<file path="src/rtl/if_id_queue.sv">
// if_id_queue: IF->ID decoupling buffer, DEPTH-entry circular queue.
// Holds {pc, pc_plus4, instr}; flush drops all; in_ready feeds ~stall_if.
// Ports: clk, rst (async, active-low), flush,
//   in_valid/in_ready/in_pc/in_pc_plus4/in_instr (from IF),
//   out_valid/out_ready/out_pc/out_pc_plus4/out_instr (to ID), count.
// Option: define IF_ID_BYPASS_EN for a 0-cycle path when empty.
module if_id_queue #(
  parameter int          DEPTH     = 4,
  parameter logic [31:0] NOP_INSTR = 32'h00000013
) (
  input  logic                     clk,
  input  logic                     rst,
  input  logic                     flush,
  input  logic                     in_valid,
  output logic                     in_ready,
  input  logic [31:0]              in_pc,
  input  logic [31:0]              in_pc_plus4,
  input  logic [31:0]              in_instr,
  output logic                     out_valid,
  input  logic                     out_ready,
  output logic [31:0]              out_pc,
  output logic [31:0]              out_pc_plus4,
  output logic [31:0]              out_instr,
  output logic [$clog2(DEPTH):0]   count
);

  localparam int AW = $clog2(DEPTH);
  localparam int CW = AW + 1;

  typedef struct packed {
    logic [31:0] pc;
    logic [31:0] pc_plus4;
    logic [31:0] instr;
  } ent_t;

  ent_t          mem [DEPTH];
  ent_t          in_ent;
  ent_t          head;
  logic [AW-1:0] rptr;
  logic [AW-1:0] wptr;
  logic [CW-1:0] cnt;
  logic          empty;
  logic          byp;
  logic          push;
  logic          pop;

  assign in_ent = '{pc: in_pc, pc_plus4: in_pc_plus4, instr: in_instr};
  assign empty  = (cnt == '0);

`ifdef IF_ID_BYPASS_EN
  assign byp = empty && in_valid && !flush;
`else
  assign byp = 1'b0;
`endif

  assign in_ready  = (cnt != CW'(DEPTH));
  assign out_valid = !empty || byp;
  assign count     = cnt;

  // A bypassed entry taken by ID this cycle is never written.
  assign push = in_valid && in_ready && !flush
             && !(byp && out_ready);
  assign pop  = !empty && out_ready && !flush;

  assign head = byp ? in_ent : mem[rptr];

  always_comb begin
    out_pc       = '0;
    out_pc_plus4 = '0;
    out_instr    = NOP_INSTR;
    if (out_valid) begin
      out_pc       = head.pc;
      out_pc_plus4 = head.pc_plus4;
      out_instr    = head.instr;
    end
  end

  always_ff @(posedge clk) begin
    if (push) begin
      mem[wptr] <= in_ent;
    end
  end

  always_ff @(posedge clk or negedge rst) begin
    if (!rst) begin
      rptr <= '0;
      wptr <= '0;
      cnt  <= '0;
    end else if (flush) begin
      rptr <= '0;
      wptr <= '0;
      cnt  <= '0;
    end else begin
      if (push) begin
        wptr <= wptr + AW'(1);
      end
      if (pop) begin
        rptr <= rptr + AW'(1);
      end
      unique case (1'b1)
        push && !pop: cnt <= cnt + CW'(1);
        pop && !push: cnt <= cnt - CW'(1);
        default:      cnt <= cnt;
      endcase
    end
  end

endmodule
</file>
<file path="config.mk">
export PLATFORM = sky130hd
export DESIGN_NAME = if_id_queue
export DESIGN_NICKNAME = d
export VERILOG_FILES = /design/src/rtl/if_id_queue.sv
export SDC_FILE = /design/constraint.sdc
export NUM_CORES = 1
export LEC_CHECK = 0
export BUFFER_PORTS_ARGS = -buffer_cell sky130_fd_sc_hd__buf_2
export CORE_UTILIZATION = 57
export CTS_CLUSTER_SIZE = 25
export DETAILED_ROUTE_END_ITERATION = 16
export GPL_TIMING_DRIVEN = 0
export PLACE_DENSITY = 0.8
export SYNTH_ARGS = -nofsm -noshare
export SYNTH_HDL_FRONTEND = slang
export SYNTH_SLANG_ARGS = --single-unit
</file>
<file path="constraint.sdc">
create_clock -name clk -period 5 [get_ports clk]
set_clock_uncertainty 0.15 [all_clocks]
set_input_delay 1 -clock clk [delete_from_list [all_inputs] [get_ports clk]]
set_output_delay 1 -clock clk [all_outputs]
set_load 0.1 [all_outputs]
</file>
==> impl_metrics.env <==
export IMPL_syn_nets=779
export IMPL_finish_instance_area_sq_mm=0.0179
export IMPL_worst_endpoint_arrival_ns=2.92
export IMPL_grt_pass1_wl_um=42200
export IMPL_power_ir_vdd_worst_mv=0.473
export IMPL_via_per_inst=5.67
export IMPL_grt_remaining_overflow=0
export IMPL_synth_distinct_cells=34
export IMPL_cts_htree_levels=2
export IMPL_antenna_violating_nets_post_route=0
export IMPL_drv_max_cap_violation_count=0
export IMPL_timing_critical_path_slowest_cell_delay_ns=0.44
export IMPL_synth_seq_cells=391
export IMPL_final_worst_hold_slack_ns=0.158
export IMPL_tritoncts_buffers=40
export IMPL_portBuffers=200
export IMPL_clock_insertion_delay_worst_skew_ns=0.53
export IMPL_postSynth_topFlopCell="sky130_fd_sc_hd__edfxtp_1"
export IMPL_routed_wl_um=28600
export IMPL_design_portCount=202
export IMPL_number_of_placement_rows=59
export IMPL_min_period_ns=4.07
export IMPL_worst_case_headroom_to_the_max_slew_limit_pct=50.5
export IMPL_synthesis_instances=673
export IMPL_antenna_found_initial=5
export IMPL_max_clock_freq_mhz=246
export IMPL_postSynthAreaPerCell_sq_um=22.3
export IMPL_critical_path_startpoint_type="register"
export IMPL_cp_data_required_time_ns=3.85
export IMPL_flow_area_growth_from_synthesis_pct=18.9
export IMPL_cts_resized_gates=0
export IMPL_final_net_count=1026
export IMPL_cts_path_max_buffers=3
export IMPL_placed_cell_area_sq_mm=0.0166
export IMPL_synth_yosys_warnings=0
export IMPL_crit_path_top_delay_cell="sky130_fd_sc_hd__buf_2"
export IMPL_drtIter0Drc=493
export IMPL_gpl_final_weighted_congestion=0.756
export IMPL_postCtsSetupRepairBufs=0
export IMPL_launching_instance_or_port_of_the_critical_path="count[0]"
export IMPL_seq_area_frac_synth_pct=77.9
export IMPL_hold_class="in2async"
export IMPL_report_final_hold_viol_count=0
export IMPL_crit_path_cell_trace="buf_2 > nor3_2 > inv_1 > buf_2 > clkbuf_1 > and2_1 > buf_2"
export IMPL_critical_path_top_delay_family="buffers and inverters"
export IMPL_synth_area_sq_mm=0.0150
export IMPL_ys_async_sr_fraction_pct=1.79
export IMPL_tightest_slew_ns=0.742
export IMPL_total_leakage_power_uw=0.00616
export IMPL_numClockSinks=391
export IMPL_drv_slew=0
export IMPL_critPathCaptureType="output port"
export IMPL_floorplan_die_area_sq_mm=0.0270
export IMPL_initial_utilization_pct=57.8
export IMPL_die_height_um=164
export IMPL_core_area_sq_mm=0.0260
export IMPL_route_detailed_drc=0
export IMPL_synth_edff_count=384
export IMPL_drt_first_pass_iters=4
export IMPL_tritoncts="done"
export IMPL_root_buffer="sky130_fd_sc_hd__clkbuf_16"
export IMPL_powerDensity_mw_per_mm2=576
export IMPL_post_route_cells_drive_above_1_share_pct=39.9
export IMPL_worst_r2r_startpoint="count[0]"
export IMPL_totalNegativeSetupSlack_ns=0
export IMPL_setup_viol_count_final=0
export IMPL_detail_route_wl_per_cell_um=22.2
export IMPL_cts_hold_repair_buffers=0
export IMPL_grt_setup_unrepaired="false"
export IMPL_grt_usage_pct=21.4
export IMPL_cpMostUsedCell="sky130_fd_sc_hd__buf_2"
export IMPL_outcome="completed"
export IMPL_critical_path_peak_fanout=10
export IMPL_final_cell_count_no_fill=1286
export IMPL_critical_path_n_buffers_inverters=5
export IMPL_worst_setup_path_type="reg2out"
export IMPL_n_fill_cell=1632
export IMPL_dp_final_hpwl_um=17700
export IMPL_post_route_period_util_pct=81.3
export IMPL_dp_cells=1213
export IMPL_dr_total_vias=7294
export IMPL_die_width_um=164
export IMPL_grt_max_degree=59
export IMPL_clkTransAtPathRegs_ns=0.06
export IMPL_first_global_vias=7551
## area by class of cell
cell class / instances / area (sq um) / share of cell area (%)
Inverter: 5 / 18.8 / 0.105
Clock inverter: 20 / 231 / 1.30
Clock buffer: 49 / 1030 / 5.79
Tap cell: 335 / 419 / 2.35
Timing Repair Buffer: 205 / 1120 / 6.29
Multi-Input combinational cell: 241 / 3130 / 17.5
Buffer: 36 / 191 / 1.07
Antenna cell: 4 / 10.0 / 0.0560
Sequential cell: 391 / 11700 / 65.5
## final timing paths
path,slack (ns),cells after the start,endpoint
setup reg to reg,1.96,9,count[2]
hold reg to reg,0.43,2,wptr[1]
min in group clk,0.43,2,wptr[1]
setup / recovery,0.93,7,out_instr[17]
hold / removal,0.16,1,rptr[0]
max in group asynchronous,4.37,1,rptr[1]
## where the power goes
part           leakage (uW)  switching (uW)  internal, uW  total, uW
Clock              0.000617            1170          1690       2860
Combinational       0.00196            2870           768       3640
Sequential          0.00358            41.7          3750       3790
Total               0.00616            4080          6200      10300
## worst reg2reg max path, stage by stage, from the launching register on
cell	delay (ns)
sky130_fd_sc_hd__dfrtp_1	0.42
sky130_fd_sc_hd__buf_2	0.19
sky130_fd_sc_hd__nor3_2	0.38
sky130_fd_sc_hd__inv_1	0.24
sky130_fd_sc_hd__nand2_1	0.19
sky130_fd_sc_hd__nor3_1	0.08
sky130_fd_sc_hd__fa_1	0.43
sky130_fd_sc_hd__or4_1	0.53
sky130_fd_sc_hd__a21o_1	0.19
sky130_fd_sc_hd__a31oi_1	0.14
## cell usage after synthesis (2+ instances only)
library cell,number,area (sq um)
sky130_fd_sc_hd__edfxtp_1,384,11500
sky130_fd_sc_hd__mux4_2,96,2160
sky130_fd_sc_hd__and2_1,93,582
sky130_fd_sc_hd__clkbuf_1,17,63.8
sky130_fd_sc_hd__buf_2,15,75.1
sky130_fd_sc_hd__dfrtp_1,7,175
sky130_fd_sc_hd__nand2_1,6,22.5
sky130_fd_sc_hd__nor2_1,6,22.5
sky130_fd_sc_hd__inv_1,5,18.8
sky130_fd_sc_hd__and3_1,4,25.0
sky130_fd_sc_hd__ha_1,4,50.1
sky130_fd_sc_hd__a21oi_1,3,15.0
sky130_fd_sc_hd__nand3_1,3,15.0
sky130_fd_sc_hd__or2_1,3,18.8
sky130_fd_sc_hd__xor2_1,3,26.3
sky130_fd_sc_hd__a2111oi_0,2,17.5
sky130_fd_sc_hd__buf_6,2,22.5
sky130_fd_sc_hd__buf_8,2,30.0
sky130_fd_sc_hd__nor2b_1,2,12.5
sky130_fd_sc_hd__nor3_1,2,10.0
## logic make-up after synthesis
kind of cell	Yosys count	synth area share, %
fa+ha+maj	5	0.466
compound gates	10	0.483
mux	97	14.5
xor+xnor	4	0.233
buf+inv	41	1.40
simple gates	125	5.03
flops	391	77.9
## per-layer routing
layer,up-vias,global-route usage [%],share of wire (%)
li1,3253,-,-
met1,3776,27.2,39
met2,215,37.3,53
met3,48,4.37,6.0
met4,2,6.40,1.9
met5,-,0,0.045
## through the flow
step	worst slack, ns	total power (uW)	util, %
5_1_grt	0.777	10600	68.7
3_3_place_gp	0.698	7480	63.3
3_5_place_dp	1.47	7520	63.8
2_1_floorplan	0.498	6880	-
6_report	0.934	10300	68.7
4_1_cts	0.902	10400	68.7
## sequential cells by signal, summed over array words and instances (netlist names)
register  cells
mem         384
count         3
wptr          2
rptr          2
## cells in the final DEF (no fill, tap or decap), types with 3 or more instances in the layout
master,netlist,final
sky130_fd_sc_hd__and2_1,93,93
sky130_fd_sc_hd__nand2_1,6,6
sky130_fd_sc_hd__ha_1,4,4
sky130_fd_sc_hd__clkbuf_1,17,26
sky130_fd_sc_hd__buf_2,15,215
sky130_fd_sc_hd__xor2_1,3,3
sky130_fd_sc_hd__dfrtp_1,7,7
sky130_fd_sc_hd__or2_1,3,3
sky130_fd_sc_hd__clkinv_1,0,7
sky130_fd_sc_hd__inv_1,5,5
sky130_fd_sc_hd__clkinv_2,0,5
sky130_fd_sc_hd__mux4_2,96,96
sky130_fd_sc_hd__and3_4,0,4
sky130_fd_sc_hd__nor2_1,6,6
sky130_fd_sc_hd__a21oi_1,3,3
sky130_fd_sc_hd__buf_16,0,3
sky130_fd_sc_hd__nand3_1,3,3
sky130_fd_sc_hd__edfxtp_1,384,384
sky130_fd_sc_hd__clkbuf_16,0,40
sky130_fd_sc_hd__diode_2,0,4
sky130_fd_sc_hd__clkinv_8,0,3
sky130_fd_sc_hd__bufinv_16,0,4
(Power assumes the default switching activity.)
